File: src/rtl/bist_pkg.sv
// Shared command codes and FSM state encoding for the BIST sequencer.
package bist_pkg;

  localparam logic [7:0] CMD_NOP        = 8'hFF;
  localparam logic [7:0] CMD_END        = 8'h00;
  localparam logic [7:0] CMD_LOGIC_BASE = 8'h10;
  localparam logic [7:0] CMD_RESULT     = 8'h20;

  typedef enum logic [2:0] {
    ST_IDLE,
    ST_SEARCH,
    ST_RUN,
    ST_READ,
    ST_FINISH
  } bist_state_e;

endpackage

File: src/rtl/bist_downcounter.sv
// Loadable down-counter shared by the RUN and READ phases; saturates at zero.
module bist_downcounter #(
  parameter int CNT_W = 16
) (
  input  logic             clk,
  input  logic             rst_n,
  input  logic             load,
  input  logic [CNT_W-1:0] load_val,
  input  logic             en,
  output logic             zero
);

  logic [CNT_W-1:0] count;

  // Load has priority; decrement stops at zero so the count never wraps.
  always_ff @(posedge clk or negedge rst_n) begin
    if (!rst_n) begin
      count <= '0;
    end else if (load) begin
      count <= load_val;
    end else if (en && (count != '0)) begin
      count <= count - 1'b1;
    end
  end

  assign zero = (count == '0);

endmodule

File: src/rtl/bist_sequencer.sv
// Moore FSM driving the BIST command bus: runs each enabled logic block,
// reads its verdict, records pass/fail and closes the session with 0x00.
module bist_sequencer
  import bist_pkg::*;
#(
  parameter int RUN_CYCLES  = 256,
  parameter int RES_TIMEOUT = 64,
  parameter int CNT_W       = 16
) (
  input  logic        clk,
  input  logic        rst_n,
  input  logic        start,
  input  logic        abort,
  input  logic [15:0] blk_mask,
  input  logic        res_valid,
  input  logic        res_pass,
  output logic [7:0]  cmd_out,
  output logic [3:0]  cur_blk,
  output logic        busy,
  output logic        done,
  output logic [15:0] pass_mask,
  output logic [15:0] fail_mask,
  output logic        timeout_err,
  output logic        aborted
);

  localparam logic [CNT_W-1:0] RUN_LOAD = CNT_W'(RUN_CYCLES - 1);
  localparam logic [CNT_W-1:0] TO_LOAD  = CNT_W'(RES_TIMEOUT - 1);

  bist_state_e      state;
  logic [15:0]      mask_lat;
  logic             cnt_load;
  logic             cnt_en;
  logic [CNT_W-1:0] cnt_val;
  logic             cnt_zero;
  logic             last_blk;

  assign last_blk = (cur_blk == 4'hF);

  bist_downcounter #(
    .CNT_W (CNT_W)
  ) u_cnt (
    .clk      (clk),
    .rst_n    (rst_n),
    .load     (cnt_load),
    .load_val (cnt_val),
    .en       (cnt_en),
    .zero     (cnt_zero)
  );

  // Counter control: reload on RUN/READ entry, count down while in them.
  always_comb begin
    cnt_load = 1'b0;
    cnt_en   = 1'b0;
    cnt_val  = '0;
    case (state)
      ST_SEARCH: begin
        if (mask_lat[cur_blk]) begin
          cnt_load = 1'b1;
          cnt_val  = RUN_LOAD;
        end
      end
      ST_RUN: begin
        if (cnt_zero) begin
          cnt_load = 1'b1;
          cnt_val  = TO_LOAD;
        end else begin
          cnt_en = 1'b1;
        end
      end
      ST_READ: cnt_en = 1'b1;
      default: ;
    endcase
  end

  // Session FSM; abort in any busy state wins over verdicts and freezes masks.
  always_ff @(posedge clk or negedge rst_n) begin
    if (!rst_n) begin
      state       <= ST_IDLE;
      cur_blk     <= 4'h0;
      mask_lat    <= '0;
      pass_mask   <= '0;
      fail_mask   <= '0;
      timeout_err <= 1'b0;
      aborted     <= 1'b0;
      done        <= 1'b0;
    end else begin
      case (state)
        ST_IDLE: begin
          if (start && !abort) begin
            mask_lat    <= blk_mask;
            pass_mask   <= '0;
            fail_mask   <= '0;
            timeout_err <= 1'b0;
            aborted     <= 1'b0;
            done        <= 1'b0;
            cur_blk     <= 4'h0;
            state       <= (blk_mask == '0) ? ST_FINISH : ST_SEARCH;
          end
        end
        ST_SEARCH: begin
          if (abort) begin
            aborted <= 1'b1;
            state   <= ST_FINISH;
          end else if (mask_lat[cur_blk]) begin
            state <= ST_RUN;
          end else if (last_blk) begin
            state <= ST_FINISH;
          end else begin
            cur_blk <= cur_blk + 4'h1;
          end
        end
        ST_RUN: begin
          if (abort) begin
            aborted <= 1'b1;
            state   <= ST_FINISH;
          end else if (cnt_zero) begin
            state <= ST_READ;
          end
        end
        ST_READ: begin
          if (abort) begin
            aborted <= 1'b1;
            state   <= ST_FINISH;
          end else if (res_valid || cnt_zero) begin
            if (res_valid) begin
              pass_mask[cur_blk] <= res_pass;
              fail_mask[cur_blk] <= ~res_pass;
            end else begin
              fail_mask[cur_blk] <= 1'b1;
              timeout_err        <= 1'b1;
            end
            if (last_blk) begin
              state <= ST_FINISH;
            end else begin
              cur_blk <= cur_blk + 4'h1;
              state   <= ST_SEARCH;
            end
          end
        end
        ST_FINISH: begin
          done  <= 1'b1;
          state <= ST_IDLE;
        end
        default: state <= ST_IDLE;
      endcase
    end
  end

  // Command bus and busy decode directly from the registered state.
  always_comb begin
    case (state)
      ST_RUN:    cmd_out = CMD_LOGIC_BASE | {4'h0, cur_blk};
      ST_READ:   cmd_out = CMD_RESULT;
      ST_FINISH: cmd_out = CMD_END;
      default:   cmd_out = CMD_NOP;
    endcase
    busy = (state != ST_IDLE);
  end

endmodule
File: config.mk
export PLATFORM = sky130hd
export DESIGN_NAME = bist_sequencer
export DESIGN_NICKNAME = d
export VERILOG_FILES = /design/src/rtl/bist_pkg.sv /design/src/rtl/bist_downcounter.sv /design/src/rtl/bist_sequencer.sv
export SDC_FILE = /design/constraint.sdc
export NUM_CORES = 1
export LEC_CHECK = 0
export ABC_AREA = 1
export CORE_MARGIN = 3
export CORE_UTILIZATION = 60
export CTS_BUF_LIST = sky130_fd_sc_hd__clkbuf_4 sky130_fd_sc_hd__clkbuf_8
export CTS_CLUSTER_DIAMETER = 200
export DETAILED_ROUTE_END_ITERATION = 16
export GPL_TIMING_DRIVEN = 0
export PLACE_DENSITY = 0.87
export SLEW_MARGIN = 10
export SYNTH_ARGS = -nofsm -noshare
export SYNTH_HDL_FRONTEND = slang
export SYNTH_SLANG_ARGS = --single-unit
File: constraint.sdc
create_clock -name clk -period 4.1 [get_ports clk]
set_input_delay 0.615 -clock clk [delete_from_list [all_inputs] [get_ports clk]]
set_output_delay 0.615 -clock clk [all_outputs]
set_load 0.01 [all_outputs]
==> results of run 1 <==
## cell usage in the layout, fill, tap and decap left out, drive strengths merged
master / instances
and2: 1
buf: 14
a22oi: 1
a21oi: 10
bufinv: 3
nand2: 226
clkbuf: 18
nand4: 10
nor2: 60
o21ai: 47
or2: 1
dfrtp: 74
a31oi: 1
clkdlybuf4s50: 67
o21bai: 16
a32o: 1
clkinvlp: 1
o31ai: 15
clkinv: 4
inv: 73
nand3: 27
xor2: 7
o211ai: 1
ha: 5
nor3: 4
dlymetal6s2s: 1
## area by class of cell
class                      count  area (µm²)
buffer                        19         140
clock buffer                  12         159
clock inverter                 4        97.6
fill                         506        1470
inverter                      77         293
multi-input combinational    433        2140
sequential                    74        1850
tap                           96         120
timing repair buffer          69         706
## Yosys cell counts, types with 5 or more instances
cell type  number  area (µm²)
a21oi_1        10        50.1
buf_2           5        25.0
dfrtp_1        74        1850
ha_1            5        62.6
inv_1          66         248
inv_2           6        22.5
nand2_1       216         811
nand2_2         6        37.5
nand3_1        26         130
nand4_1        10        62.6
nor2_1         52         195
nor2_2          5        31.3
o21ai_0        36         180
o21ai_1        10        50.1
o21bai_2       15         169
o31ai_1        15         113
xor2_1          7        61.3
## worst max-delay path by stage
stage | from | endpoint | cells after the start
6_report | state[1]$_DFFE_PN0P_ | cmd_out[7] | 7
5_1_grt | state[2]$_DFFE_PN0P_ | cmd_out[7] | 8
4_1_cts | state[1]$_DFFE_PN0P_ | cmd_out[7] | 7
3_5_place_dp | abort | pass_mask[10]$_DFFE_PN0P_ | 6
3_3_place_gp | rst_n | u_cnt.count[11]$_DFFE_PN0P_ | 1
2_1_floorplan | state[1]$_DFFE_PN0P_ | cmd_out[7] | 6
## metrics by stage
stage	power, mW	cells
floorplan	1.85	603
global placement	2.27	767
detailed placement	2.32	768
CTS	3.05	784
global route	3.26	784
finish	3.05	784
## sequential cells by signal, summed over array words and instances, names as in the netlist
signal	flops
done	1
cur_blk	4
aborted	1
timeout_err	1
state	3
pass_mask	16
mask_lat	16
u_cnt.count	16
fail_mask	16
## worst max-delay path, cell delays in order, from the launching register on
cell and delay [ps]:
dfrtp_1 460, nand2_4 130, inv_1 70, nand2_1 100
clkinv_1 270, nor2_1 250, buf_4 130, clkdlybuf4s50_1 520
## logic make-up (layout without fill, tap and decap cells)
| family | after synthesis | count (layout) |
|---|---|---|
| simple gates | 329 | 329 |
| buf+inv | 96 | 181 |
| compound gates | 92 | 92 |
| flops | 74 | 74 |
| xor+xnor | 7 | 7 |
| fa+ha+maj | 5 | 5 |
## layer usage
layer	GRT usage	up-vias	share of wire
li1	-	2061	-
met1	0.348	2009	0.42
met4	0.100	0	0.025
met2	0.458	179	0.49
met3	0.0591	33	0.066
met5	0	-	0
## power by group through the flow
stage	clock network (mW)	logic, mW	registers [mW]
floorplan	0	0.849	1.00
global placement	0	1.26	1.00
detailed placement	0	1.31	1.01
CTS	0.721	1.33	1.00
global route	0.763	1.48	1.02
finish	0.719	1.33	1.00
==> flow_metrics.tcl, run 1 <==
set metrics [dict create \
    status "finished, final reports clean" \
    syn-num-nets 630 \
    clockBufferDepth 2 \
    wirelength_mm 10.9 \
    post-route-period-util 0.706 \
    antenna_left 0 \
    antenna_found_initial 0 \
    fin_util 0.789 \
    synth_edf_count 0 \
    arrival_ps 2280 \
    critPathMaxFanout 10 \
    synthArstFlopShare 1.00 \
    cts.repair.resized 0 \
    area_delta_synth_final_pct 24.4 \
    synthCells 603 \
    first_global_vias 4125 \
    skew_ps 14.1 \
    ys_types 40 \
    drive_above_1_share 0.110 \
    track_usage 0.273 \
    viasPerCell 5.46 \
    hp-class "in -> async" \
    h-tree-depth 3 \
    p_switching_mw 1.19 \
    placedInstanceArea_um2 5250 \
    hold_buffers 0 \
    synth_fa_ha_area_frac 0.0141 \
    clock_sinks 74 \
    yosys.area_share.simple 0.317 \
    p_int_mw 1.86 \
    switching_share 0.391 \
    die_h_um 91.9 \
    ys.warnings.count 0 \
    rrSetupSlack_ps 2100 \
    wl_per_cell_um 13.9 \
    root_buffer "clkbuf_8" \
    synth.area.mux_share 0 \
    max-slew-margin-rel 0.689 \
    synth_top_family_by_area "simple AND/OR/NAND/NOR gates" \
    period_needed_ps 2900 \
    worstReg2RegStart "u_cnt.count[0]$_DFFE_PN0P_" \
    powerDensity_nw_per_um2 553 \
    gp_congestion 0.822 \
    place_ws_ps 1630 \
    tightest_slew_ps 466 \
    grt_max_degree 50 \
    cts_tree "yes" \
    ys_seq_elements 74 \
    synth_top_flop_cell "dfrtp_1" \
    design_area_um2 5510 \
    holdWs_ps 167 \
    port_buffers 68 \
    crit_path_start_kind "flip-flop" \
    critical_path_class "reg -> out" \
    p_clk_frac 0.236 \
    cp.required_ps 3480 \
    rr_worst_depth 14 \
    ir_drop_mv 0.404 \
    dieArea_um2 8450 \
    synth_compound_area_frac 0.139 \
    tns_ps 0 \
    post_cts_buffers 0 \
    io_pins 70 \
    drv_cap 0 \
    diodes 0 \
    cts_buffers 9 \
    power.leakage_nw 2.74 \
    end_kind "output pin" \
    fp.dieW_um 91.9 \
    rsz0062_at_grt "no" \
    initialDrtViolationCount 231 \
    core_um2 6980 \
    first_pass_iters 5 \
    clock.fmax_ghz 0.345 \
    rows 30 \
    slew_violations 0 \
    drc 0 \
    dp_hpwl_mm 8.08 \
    clk_latency_ps 350 \
    synth_area_um2 4430 \
    setup_slack_ps 1200 \
    grt_overflow 0 \
    cts.reportedPaths.clkPinSlew_ps 80 \
    grt_pass1_wl_mm 18.7 \
    start_util 0.634 \
    finalHoldViolations 0 \
    p_seq_frac 0.329 \
    power_frac_comb 0.435 \
    fin_nets 710 \
    r2r_end "fail_mask[14]$_DFFE_PN0P_" \
    syn_avg_cell_area_um2 7.34 \
    setup_viol 0 \
    dr_total_vias 4282 \
    synth_xor_area_frac 0.0138 \
    yosysSeqAreaShare 0.418 \
]
No activity file was read; power rests on OpenSTA's default activity.
==> inputs of run 2 (changes only) <==
--- a/config.mk
+++ b/config.mk
@@ -7,12 +7,12 @@
 export LEC_CHECK = 0
 export ABC_AREA = 1
 export CORE_MARGIN = 3
-export CORE_UTILIZATION = 60
+export CORE_UTILIZATION = 56
 export CTS_BUF_LIST = sky130_fd_sc_hd__clkbuf_4 sky130_fd_sc_hd__clkbuf_8
 export CTS_CLUSTER_DIAMETER = 200
 export DETAILED_ROUTE_END_ITERATION = 16
 export GPL_TIMING_DRIVEN = 0
-export PLACE_DENSITY = 0.87
+export PLACE_DENSITY = 0.82
 export SLEW_MARGIN = 10
 export SYNTH_ARGS = -nofsm -noshare
 export SYNTH_HDL_FRONTEND = slang
==> constraint.sdc (replaced) <==
create_clock -name clk -period 2.75 [get_ports clk]
set_input_delay 0.4125 -clock clk [delete_from_list [all_inputs] [get_ports clk]]
set_output_delay 0.4125 -clock clk [all_outputs]
set_load 0.01 [all_outputs]
==> flow_metrics.tcl, run 2 (synthesis gave the netlist of run 1 again) <==
set metrics [dict create \
    root_buffer "clkbuf_8" \
    clockBufferDepth 2 \
    final_cell_mix "nand2_1, dfrtp_1, clkdlybuf4s50_1" \
    first_pass_iters 5 \
    start_util 0.595 \
    rsz0062_at_grt "no" \
    crit_start "state[1]$_DFFE_PN0P_" \
    area_delta_synth_final_pct 25.0 \
    max_stage_delay_ps 520 \
    grt_pass1_wl_mm 18.3 \
    critPathMaxFanout 10 \
    power_frac_comb 0.428 \
    drive_above_1_share 0.110 \
    cp.required_ps 2340 \
    p_int_mw 2.80 \
    min_from "res_pass" \
    drc 0 \
    path_buf_inv 4 \
    max-slew-margin-rel 0.689 \
    rr_worst_depth 14 \
    cp.depth 7 \
    crit_path_start_kind "flip-flop" \
    cts_tree "yes" \
    fp.dieW_um 94.9 \
    dr_total_vias 4247 \
    post-route-period-util 0.940 \
    finalHoldViolations 0 \
    worstReg2RegStart "u_cnt.count[0]$_DFFE_PN0P_" \
    tns_ps 0 \
    die_h_um 94.9 \
    hold_buffers 1 \
    busiest_layer "met2" \
    final_common_cell "nand2_1" \
    min_delay_path_depth 3 \
    gr-usage-met1 0.337 \
    skew_ps 10.5 \
    status "finished, final reports clean" \
    clock_sinks 74 \
    clk_latency_ps 360 \
    fin_nets 711 \
    cts_buffers 9 \
    port_buffers 68 \
    total_power_mw 4.59 \
    track_usage 0.259 \
    dieArea_um2 9010 \
    diodes 0 \
    path_delay_family "buffers and inverters" \
    ir_drop_mv 0.674 \
    holdWs_ps 415 \
    p_seq_frac 0.325 \
    wirelength_mm 10.9 \
    grt_util_met2 0.439 \
    end_kind "output pin" \
    hp-class "in -> reg" \
    drv_cap 0 \
    setup_viol 0 \
    antenna_left 0 \
    grt_overflow 0 \
    clock.fmax_ghz 0.387 \
    power.leakage_nw 2.75 \
    period_needed_ps 2590 \
    cts.repair.resized 0 \
    post_cts_buffers 0 \
    rows 31 \
    grt_max_degree 47 \
    h-tree-depth 3 \
    antenna_found_initial 0 \
    gp_congestion 0.902 \
    first_global_vias 3991 \
    critical_path_class "reg -> out" \
    n_fill_cell 603 \
    core_um2 7450 \
    wl_per_cell_um 13.8 \
    powerDensity_nw_per_um2 829 \
    switching_share 0.390 \
    io_pins 70 \
    viasPerCell 5.39 \
    p_switching_mw 1.79 \
    slew_violations 0 \
    p_clk_frac 0.247 \
    grtUsageMet3 0.0367 \
    slowest_stage "clkdlybuf4s50_1" \
    initialDrtViolationCount 271 \
    dp_hpwl_mm 8.00 \
    cts.reportedPaths.clkPinSlew_ps 80 \
    tightest_slew_ps 466 \
    crit_chain "nand2_4, inv_1, nand2_1, clkinv_1, nor2_1, buf_4, clkdlybuf4s50_1" \
    arrival_ps 2170 \
]
## run 2: changes by cell type in the layout (fill, tap and decap cells not counted)
| cell | change |
|---|---|
| clkbuf_4 | -1 |
| clkinv_4 | +1 |
| clkinv_2 | +1 |
| clkbuf_8 | -2 |
| dlygate4sd3_1 | +1 |
| bufinv_16 | +1 |
## run 2: stage by stage
stage | instance area, µm² | instances | setup WS, ps | utilization
3_5_place_dp | 5260 | 771 | 522 | 0.706
2_1_floorplan | 4430 | 603 | 1050 | -
5_1_grt | 5530 | 788 | 7.41 | 0.743
6_report | 5530 | 788 | 164 | 0.743
3_3_place_gp | 5230 | 770 | -1290 | 0.703
4_1_cts | 5530 | 788 | 151 | 0.743
## run 2: worst min-delay path, stage by stage
cell,delay (ps)
buf_4,150
o31ai_1,90
nor2_1,80
## run 2: cell type report
class | count | area, µm² | area share
multi-input combinational | 433 | 2140 | 0.387
sequential | 74 | 1850 | 0.335
timing repair buffer | 70 | 716 | 0.129
inverter | 77 | 293 | 0.0529
clock inverter | 7 | 141 | 0.0256
buffer | 19 | 140 | 0.0253
clock buffer | 9 | 124 | 0.0224
tap | 99 | 124 | 0.0224
## run 2: metal layers
| layer | routed length (µm) | up-vias |
|---|---|---|
| li1 | - | 2070 |
| met1 | 4750 | 1981 |
| met2 | 5280 | 184 |
| met3 | 714 | 12 |
| met4 | 159 | 0 |
| met5 | 0 | - |
## run 2: power groups by stage
stage	combinational [mW]	sequential (mW)	clock [mW]
2_1_floorplan	1.27	1.49	0
3_3_place_gp	1.89	1.50	0
3_5_place_dp	1.94	1.51	0
4_1_cts	1.96	1.49	1.14
5_1_grt	2.19	1.52	1.19
6_report	1.96	1.49	1.13
## run 2: worst paths after layout
| check | end | slack, ps |
|---|---|---|
| setup / recovery | cmd_out[7] | 160 |
| hold / removal | pass_mask[14]$_DFFE_PN0P_ | 420 |
| setup reg to reg | fail_mask[13]$_DFFE_PN0P_ | 690 |
| min in group asynchronous | fail_mask[10]$_DFFE_PN0P_ | 540 |
| hold reg to reg | mask_lat[5]$_DFFE_PN0P_ | 490 |
| max in group asynchronous | u_cnt.count[4]$_DFFE_PN0P_ | 1650 |
==> inputs of run 3 (changes only) <==
==> constraint.sdc (replaced) <==
create_clock -name clk -period 2.9 [get_ports clk]
set_input_delay 0.435 -clock clk [delete_from_list [all_inputs] [get_ports clk]]
set_output_delay 0.435 -clock clk [all_outputs]
set_load 0.01 [all_outputs]
==> flow_metrics.tcl, run 3 (synthesis gave the netlist of run 1 again) <==
set metrics [dict create \
    diodes 0 \
    slew_violations 0 \
    cts_tree "yes" \
    powerDensity_nw_per_um2 787 \
    post_cts_buffers 0 \
    area_delta_synth_final_pct 24.7 \
    critPathMaxFanout 10 \
    rows 31 \
    dp_hpwl_mm 8.00 \
    slowest_stage "clkdlybuf4s50_1" \
    design_area_um2 5520 \
    drc 0 \
    first_pass_iters 5 \
    fp.dieW_um 94.9 \
    cp.required_ps 2470 \
    crit_chain "nand2_4, inv_1, nand2_1, clkinv_1, nor2_1, buf_4, clkdlybuf4s50_1" \
    port_buffers 68 \
    cts_buffers 9 \
    clockBufferDepth 2 \
    antenna_left 0 \
    io_pins 70 \
    gp_congestion 0.902 \
    grt_overflow 0 \
    numPlacedInstances 771 \
    track_usage 0.258 \
    hold_buffers 0 \
    placedInstanceArea_um2 5260 \
    cts.reportedPaths.clkPinSlew_ps 80 \
    max_stage_delay_ps 520 \
    cts.repair.resized 0 \
    wl_per_cell_um 13.8 \
    clock.fmax_ghz 0.382 \
    place_ws_ps 649 \
    final_common_cell "nand2_1" \
    fin_nets 710 \
    core_um2 7450 \
    rsz0062_at_grt "no" \
    h-tree-depth 3 \
    clk_latency_ps 360 \
    critical_path_class "reg -> out" \
    tns_ps 0 \
    die_h_um 94.9 \
    crit_path_start_kind "flip-flop" \
    viasPerCell 5.42 \
    start_util 0.595 \
    period_needed_ps 2620 \
    dieArea_um2 9010 \
    dr_total_vias 4263 \
    initialDrtViolationCount 273 \
    clock_sinks 74 \
    ir_drop_mv 0.637 \
    status "finished, final reports clean" \
    finalHoldViolations 0 \
    setup_viol 0 \
    setup_slack_ps 280 \
    drv_cap 0 \
    skew_ps 9.82 \
    post-route-period-util 0.903 \
    end_kind "output pin" \
    grt_pass1_wl_mm 18.3 \
    tightest_slew_ps 459 \
    drive_above_1_share 0.110 \
    final_cell_mix "nand2_1, dfrtp_1, clkdlybuf4s50_1" \
    rrSetupSlack_ps 850 \
    grt_max_degree 47 \
    wirelength_mm 10.9 \
    first_global_vias 3979 \
    root_buffer "clkbuf_8" \
    antenna_found_initial 0 \
    max-slew-margin-rel 0.694 \
    power.leakage_nw 2.74 \
    hp-class "in -> async" \
    arrival_ps 2180 \
    instances_no_fill 787 \
]
-- run 3: cell types whose count changed in the layout (fill, tap and decap cells not counted), sizes merged --
cell and delta:
dlygate4sd3 -1
-- run 3: final cells by class --
| class | instances | area (µm²) |
|---|---|---|
| Sequential cell | 74 | 1850 |
| Clock inverter | 7 | 141 |
| Fill cell | 604 | 1920 |
| Clock buffer | 9 | 124 |
| Inverter | 77 | 293 |
| Tap cell | 99 | 124 |
| Timing Repair Buffer | 69 | 706 |
| Buffer | 19 | 140 |
| Multi-Input combinational cell | 433 | 2140 |
-- run 3: worst max-delay path, delay by kind of cell, from the launching register on --
family,cells,cell delay [ps]
simple gates,3,420
buf+inv,4,950
flops,1,460
-- run 3: per-stage QoR --
stage           util  hold slack [ps]  power [mW]
4_1_cts        0.742             12.5        4.35
3_5_place_dp   0.706              396        3.27
6_report       0.742             3.23        4.35
3_3_place_gp   0.703              470        3.21
5_1_grt        0.742             11.7        4.65
2_1_floorplan      -              139        2.62
-- run 3: power by group --
part	switching, mW	internal [mW]
Clock	0.414	0.658
Sequential	0.167	1.25
Combinational	1.11	0.747
Total	1.69	2.65
-- run 3: final timing paths --
check                                            from                    endpoint  cells past startpoint
setup / recovery                 state[1]$_DFFE_PN0P_                  cmd_out[7]                      7
setup reg to reg           u_cnt.count[0]$_DFFE_PN0P_    fail_mask[6]$_DFFE_PN0P_                     14
hold reg to reg               mask_lat[5]$_DFFE_PN0P_     mask_lat[5]$_DFFE_PN0P_                      2
min in group clk                             res_pass   pass_mask[14]$_DFFE_PN0P_                      3
hold / removal                                  rst_n   fail_mask[10]$_DFFE_PN0P_                      1
max in group asynchronous                       rst_n  u_cnt.count[4]$_DFFE_PN0P_                      2
-- run 3: per-layer routing --
| layer | up-vias | track usage | routed length, µm |
|---|---|---|---|
| li1 | 2068 | - | - |
| met1 | 1994 | 0.337 | 4700 |
| met2 | 190 | 0.437 | 5230 |
| met3 | 11 | 0.0367 | 773 |
| met4 | 0 | 0.0950 | 167 |
| met5 | - | 0 | 0 |
